$ cat config.mk
export PLATFORM = sky130hd
export DESIGN_NAME = gpio_bank
export DESIGN_NICKNAME = d
export VERILOG_FILES = /design/src/rtl/gpio_bank_pkg.sv /design/src/rtl/gpio_in_cond.sv /design/src/rtl/gpio_bank.sv
export SDC_FILE = /design/constraint.sdc
export NUM_CORES = 1
export LEC_CHECK = 0
export BUFFER_PORTS_ARGS = -buffer_cell sky130_fd_sc_hd__buf_2
export CAP_MARGIN = 30
export CORE_ASPECT_RATIO = 1.25
export CORE_MARGIN = 2
export CORE_UTILIZATION = 43
export DETAILED_ROUTE_END_ITERATION = 6
export PLACE_DENSITY_LB_ADDON = 0.15
export SLEW_MARGIN = 5
export SYNTH_ARGS = -nofsm -noshare
export SYNTH_HDL_FRONTEND = slang
export SYNTH_SLANG_ARGS = --single-unit
export TNS_END_PERCENT = 20
$ cat constraint.sdc
create_clock -name CLK -period 1.4 [get_ports CLK]
set_clock_uncertainty 0.2 [all_clocks]
set_input_delay 0.14 -clock CLK [delete_from_list [all_inputs] [get_ports CLK]]
set_output_delay 0.14 -clock CLK [all_outputs]
set_load 0.01 [all_outputs]
$ cat src/rtl/gpio_bank_pkg.sv
// gpio_bank_pkg: register map and edge-select encodings shared by the GPIO bank.
package gpio_bank_pkg;

  // Register indices on the 3-bit peripheral address
  localparam logic [2:0] GPIO_ADDR_OUT   = 3'd0;
  localparam logic [2:0] GPIO_ADDR_DIR   = 3'd1;
  localparam logic [2:0] GPIO_ADDR_IN    = 3'd2;
  localparam logic [2:0] GPIO_ADDR_IEN   = 3'd3;
  localparam logic [2:0] GPIO_ADDR_ISTAT = 3'd4;
  localparam logic [2:0] GPIO_ADDR_EDGE  = 3'd5;
  localparam logic [2:0] GPIO_ADDR_SET   = 3'd6;
  localparam logic [2:0] GPIO_ADDR_CLR   = 3'd7;

  // Per-pin edge select held in the EDGE register
  localparam logic GPIO_EDGE_RISE = 1'b0;
  localparam logic GPIO_EDGE_FALL = 1'b1;

endpackage

$ cat src/rtl/gpio_in_cond.sv
// gpio_in_cond: conditions one asynchronous pad input.
// Synchroniser chain, optional debounce filter (GPIO_DEBOUNCE_EN), and a
// history flop producing single-cycle rise/fall pulses on the filtered level.
module gpio_in_cond #(
  parameter int SYNC_STAGES = 2,
  parameter int DEB_CYCLES  = 16
) (
  input  logic CLK,
  input  logic reset,
  input  logic pin_in,
  output logic level,
  output logic rise,
  output logic fall
);

  logic [SYNC_STAGES-1:0] sync_q, sync_d;
  logic                   sync_s;
  logic                   prev_q, prev_d;

  assign sync_s = sync_q[SYNC_STAGES-1];

  // Shift the pad value into the synchroniser; prev tracks the filtered level
  always_comb begin
    sync_d = {sync_q[SYNC_STAGES-2:0], pin_in};
    prev_d = level;
  end

  // Synchroniser and edge-history registers
  always_ff @(posedge CLK) begin
    if (reset) begin
      sync_q <= {SYNC_STAGES{1'b0}};
      prev_q <= 1'b0;
    end else begin
      sync_q <= sync_d;
      prev_q <= prev_d;
    end
  end

`ifdef GPIO_DEBOUNCE_EN
  localparam int CNT_W = $clog2(DEB_CYCLES);

  logic [CNT_W-1:0] cnt_q, cnt_d;
  logic             filt_q, filt_d;

  // Accept a new level only after it has differed for DEB_CYCLES consecutive cycles
  always_comb begin
    cnt_d  = cnt_q;
    filt_d = filt_q;
    if (sync_s != filt_q) begin
      if (cnt_q == CNT_W'(DEB_CYCLES - 1)) begin
        filt_d = sync_s;
        cnt_d  = {CNT_W{1'b0}};
      end else begin
        cnt_d  = cnt_q + CNT_W'(1);
      end
    end else begin
      cnt_d = {CNT_W{1'b0}};
    end
  end

  // Debounce counter and filtered level registers
  always_ff @(posedge CLK) begin
    if (reset) begin
      cnt_q  <= {CNT_W{1'b0}};
      filt_q <= 1'b0;
    end else begin
      cnt_q  <= cnt_d;
      filt_q <= filt_d;
    end
  end

  assign level = filt_q;
`else
  assign level = sync_s;
`endif

  assign rise = level & ~prev_q;
  assign fall = ~level & prev_q;

endmodule

$ cat src/rtl/gpio_bank.sv
// gpio_bank: register-mapped GPIO port with per-pin direction, output data,
// synchronised inputs and sticky edge interrupts.
// Optional input debounce filter enabled by defining GPIO_DEBOUNCE_EN.
module gpio_bank
  import gpio_bank_pkg::*;
#(
  parameter int WIDTH       = 8,
  parameter int SYNC_STAGES = 2,
  parameter int DEB_CYCLES  = 16
) (
  input  logic             CLK,
  input  logic             reset,
  input  logic             wr_en,
  input  logic             rd_en,
  input  logic [2:0]       addr,
  input  logic [WIDTH-1:0] wdata,
  output logic [WIDTH-1:0] rdata,
  output logic             rvalid,
  input  logic [WIDTH-1:0] pin_in,
  output logic [WIDTH-1:0] pin_out,
  output logic [WIDTH-1:0] pin_oe,
  output logic             irq
);

  logic [WIDTH-1:0] out_q, out_d;
  logic [WIDTH-1:0] dir_q, dir_d;
  logic [WIDTH-1:0] ien_q, ien_d;
  logic [WIDTH-1:0] istat_q, istat_d;
  logic [WIDTH-1:0] edge_sel_q, edge_sel_d;
  logic [WIDTH-1:0] rdata_q, rdata_d;
  logic             rvalid_q, rvalid_d;
  logic             irq_q, irq_d;

  logic [WIDTH-1:0] level_s, rise_s, fall_s, hit_s, w1c_s, rd_mux_s;

  // One input conditioner per pin
  for (genvar i = 0; i < WIDTH; i++) begin : g_pin
    gpio_in_cond #(
      .SYNC_STAGES (SYNC_STAGES),
      .DEB_CYCLES  (DEB_CYCLES)
    ) u_in_cond (
      .CLK    (CLK),
      .reset  (reset),
      .pin_in (pin_in[i]),
      .level  (level_s[i]),
      .rise   (rise_s[i]),
      .fall   (fall_s[i])
    );
  end

  // Select the edge polarity each pin listens for
  always_comb begin
    hit_s = {WIDTH{1'b0}};
    for (int i = 0; i < WIDTH; i++) begin
      hit_s[i] = (edge_sel_q[i] == GPIO_EDGE_FALL) ? fall_s[i] : rise_s[i];
    end
  end

  // Read mux over current register contents (pre-write on a same-cycle write)
  always_comb begin
    rd_mux_s = {WIDTH{1'b0}};
    case (addr)
      GPIO_ADDR_OUT:   rd_mux_s = out_q;
      GPIO_ADDR_DIR:   rd_mux_s = dir_q;
      GPIO_ADDR_IN:    rd_mux_s = level_s;
      GPIO_ADDR_IEN:   rd_mux_s = ien_q;
      GPIO_ADDR_ISTAT: rd_mux_s = istat_q;
      GPIO_ADDR_EDGE:  rd_mux_s = edge_sel_q;
      GPIO_ADDR_SET:   rd_mux_s = {WIDTH{1'b0}};
      GPIO_ADDR_CLR:   rd_mux_s = {WIDTH{1'b0}};
      default:         rd_mux_s = {WIDTH{1'b0}};
    endcase
  end

  // Register write decode, sticky status update, read capture and irq
  always_comb begin
    out_d      = out_q;
    dir_d      = dir_q;
    ien_d      = ien_q;
    edge_sel_d = edge_sel_q;
    w1c_s      = {WIDTH{1'b0}};
    if (wr_en) begin
      case (addr)
        GPIO_ADDR_OUT:   out_d      = wdata;
        GPIO_ADDR_DIR:   dir_d      = wdata;
        GPIO_ADDR_IN:    out_d      = out_q;
        GPIO_ADDR_IEN:   ien_d      = wdata;
        GPIO_ADDR_ISTAT: w1c_s      = wdata;
        GPIO_ADDR_EDGE:  edge_sel_d = wdata;
        GPIO_ADDR_SET:   out_d      = out_q | wdata;
        GPIO_ADDR_CLR:   out_d      = out_q & ~wdata;
        default:         out_d      = out_q;
      endcase
    end else begin
      w1c_s = {WIDTH{1'b0}};
    end

    // A fresh edge beats a simultaneous write-one-to-clear
    istat_d = (istat_q & ~w1c_s) | hit_s;

    if (rd_en) begin
      rdata_d = rd_mux_s;
    end else begin
      rdata_d = rdata_q;
    end
    rvalid_d = rd_en;
    irq_d    = |(istat_q & ien_q);
  end

  // Bank state registers
  always_ff @(posedge CLK) begin
    if (reset) begin
      out_q      <= {WIDTH{1'b0}};
      dir_q      <= {WIDTH{1'b0}};
      ien_q      <= {WIDTH{1'b0}};
      istat_q    <= {WIDTH{1'b0}};
      edge_sel_q <= {WIDTH{1'b0}};
      rdata_q    <= {WIDTH{1'b0}};
      rvalid_q   <= 1'b0;
      irq_q      <= 1'b0;
    end else begin
      out_q      <= out_d;
      dir_q      <= dir_d;
      ien_q      <= ien_d;
      istat_q    <= istat_d;
      edge_sel_q <= edge_sel_d;
      rdata_q    <= rdata_d;
      rvalid_q   <= rvalid_d;
      irq_q      <= irq_d;
    end
  end

  assign pin_out = out_q;
  assign pin_oe  = dir_q;
  assign rdata   = rdata_q;
  assign rvalid  = rvalid_q;
  assign irq     = irq_q;

endmodule

==> impl_metrics.toml <==
[cts]
clockBufferDepth = 2
htreeDepth = 3
clockRootBuffer = "clkbuf_8"
cts-buffers-inserted = 9
cts.reportedPaths.clkPinSlew_ns = 0.08
clkLatencyLatePin_ns = 0.34
cts_sinks = 74
cts_tree = "yes"

[grt]
busiest_layer = "met2"
grt_max_degree = 25
antenna_found_initial = 0
grt_remaining_overflow = 0
met2_usage = 0.332
grt_pass1_wl_um = 13000
grt_pass1_vias = 2605
use_met3 = 0.0314
use_met1 = 0.287
grtUsageTotal = 0.209

[routing]
drt_iter0_drc = 158
drc = 0
first_pass_iters = 4
ant_nets = 0
via_count = 2765
wl_um = 8030
wl_per_cell_um = 15.4
viasPerCell = 5.30

[placement]
globalplace.congestion = 0.812
portBuffers = 48
place_area_mm2 = 0.00369
dp_hpwl_um = 5580

[synthesis]
synth_cell_types = 48
synth-main-ff-cell = "dfxtp_1"
yosys_warnings = 0
syn-instance-count = 339
async_flop_share = 0
synth_edf_count = 0
netlist_top_cells_area = "dfxtp_1, nor2b_1, mux2i_1"
syn-num-nets = 362
synth-seq-cells = 74
ys_seq_area_frac = 0.459
syn_area_mm2 = 0.00322
synth_top_area_frac = 0.459
postSynthAreaPerCell_um2 = 9.51
synth.largest_area_cell = "dfxtp_1"

[floorplanning]
num_io_pins = 49
start_util = 0.441
core-area_mm2 = 0.00731
rows = 35
die_h_um = 101
die-area_mm2 = 0.00821
die_x_um = 81.5

[power_and_ir_drop]
power_switching_mw = 1.16
p_sw_frac = 0.258
pwr-share-comb = 0.114
total_power_mw = 4.49
ir_drop_uv = 582
p_int_mw = 3.33
power.leakage_nw = 1.65
powerDensity_mw_per_mm2 = 1100
p_seq_frac = 0.497
clkPwrFrac = 0.389

[cells_and_area]
postLayoutCellArea_mm2 = 0.00409
diodes = 0
nNetsFinal = 448
layout-drive-gt1-share = 0.302
synthToLayoutAreaGrowth_pct = 26.9
nFillCells = 683

[worst_setup_path]
start_kind = "flop"
r2r_slack_ns = 0.04
endpoint_kind = "flop"
crit_type = "flop to flop"
worstPathCellList = "mux2_4 > a222oi_1 > a211oi_1"
worst_r2r_path_depth = 3
arrival_ns = 1.38
cp_slowest_cell = "a222oi_1"
rr_startpoint = "istat_q[3]"
critPathMaxStageDelay_ns = 0.35
required_ns = 1.42
crit_path_start = "istat_q[3]"
endpoint = "rdata[3]"
r2r-end = "rdata[3]"
cp_max_fo = 2

[timing]
slew_violations = 0
tns_ns = 0
fmax_mhz = 734
tightest_slew_ns = 0.343
setup_violations = 0
relSlewSlack = 0.771
fin_crit_ns = 1.36
rsz0062_at_grt = "true"
period_share = 0.973
hold_violations = 0

[flow_run]
cap_viol_max_count = 0

[hold_path]
hold_path_class = "input pin to flop"

[status]
outcome = "finished clean"
-- layout make-up --
class	instances	area, µm²	area share
Clock inverter	6	72.6	0.0177
Inverter	8	30.0	0.00734
Multi-Input combinational cell	232	1540	0.377
Clock buffer	10	138	0.0336
Tap cell	92	115	0.0281
Sequential cell	74	1480	0.362
Timing Repair Buffer	100	713	0.174
-- layer usage --
| layer | wire length (µm) | vias up | share of wire |
|---|---|---|---|
| met1 | 3700 | 1292 | 0.46 |
| met3 | 452 | 9 | 0.056 |
| met2 | 3810 | 76 | 0.47 |
| met5 | 0 | - | 0 |
| li1 | - | 1388 | - |
| met4 | 70 | 0 | 0.0087 |
-- flip-flops by register name (all words and copies together), names as in the netlist --
name,count
istat_q,8
rdata,8
pin_oe,8
edge_sel_q,8
ien_q,8
rvalid,1
pin_out,8
irq,1
g_pin.u_in_cond.sync_q,16
g_pin.u_in_cond.prev_q,8
-- synthesized netlist by cell type (2+ instances only) --
library cell,count
buf_2,5
o21ai_0,8
nand3_1,16
buf_1,2
a222oi_1,2
mux2i_1,15
nor2b_1,27
a211oi_1,5
mux2_4,2
o221a_2,3
inv_1,8
nand2b_1,2
and4b_1,2
a22oi_1,5
buf_6,5
nand2_1,36
clkbuf_1,9
nand4b_2,2
a31oi_1,8
a21oi_1,27
buf_4,2
dfxtp_1,74
nand3b_1,8
mux2_2,10
or3b_2,8
nor4b_1,3
nor2_1,16
a211o_1,2
nand4_1,8
-- metrics by stage --
step | util | cells | hold slack, ns | setup WS, ns
floorplan | - | 339 | 0.0344 | 0.0991
global placement | 0.505 | 487 | 0.149 | -0.164
detailed placement | 0.505 | 487 | 0.152 | -0.212
CTS | 0.558 | 521 | 0.0705 | 0.0192
global route | 0.560 | 522 | 0.118 | -0.0593
finish | 0.560 | 522 | 0.0869 | 0.0381
-- how the worst min path moves through the flow --
stage,startpoint,endpoint,slack (ns),depth (start not counted)
CTS,addr[2],rdata[7],0.07,4
finish,addr[2],rdata[7],0.09,4
global placement,pin_in[7],g_pin[7].u_in_cond.sync_q[0],0.15,2
global route,addr[2],rdata[7],0.12,4
detailed placement,pin_in[1],g_pin[1].u_in_cond.sync_q[0],0.15,2
floorplan,reset,rvalid,0.03,1
-- critical path: cells and delay by family (launching register included) --
kind / cells / cell delay, ns
multiplexers: 1 / 0.26
flip-flops: 1 / 0.32
AO/OA/AOI/OAI: 2 / 0.47
-- power groups by stage --
stage	Sequential [mW]	Clock, mW	Combinational [mW]
2_1_floorplan	2.28	0	0.277
3_3_place_gp	2.28	0	0.464
3_5_place_dp	2.28	0	0.473
4_1_cts	2.23	1.78	0.513
5_1_grt	2.24	1.88	0.563
6_report	2.23	1.75	0.513
-- logic make-up (layout without fill, tap and decap cells) --
group                  count (synthesis)  after routing  share of synthesized area
AND/OR/NAND/NOR                      137            137                      0.246
XOR/XNOR                               1              1                    0.00505
AO/OA/AOI/OAI                         67             67                      0.136
buffers and inverters                 33            124                     0.0625
flip-flops                            74             74                      0.459
multiplexers                          27             27                     0.0908
-- repair_timing --
item	CTS	global route
resized for setup	0	1
setup endpoints to repair	0	3
hold buffers	18	0
buffers inserted	0	1
endpoints found under the hold margin	41	0
-- layout by cell type (no fill, tap or decap), types with 15 or more instances in the layout --
master | synthesis | routed
nand3_1 | 16 | 16
buf_2 | 5 | 48
nor2b_1 | 27 | 27
dlygate4sd3_1 | 0 | 18
nand2_1 | 36 | 36
dfxtp_1 | 74 | 73
mux2i_1 | 15 | 15
a21oi_1 | 27 | 27
nor2_1 | 16 | 16
buf_4 | 2 | 31
(Power assumes the default switching activity.)
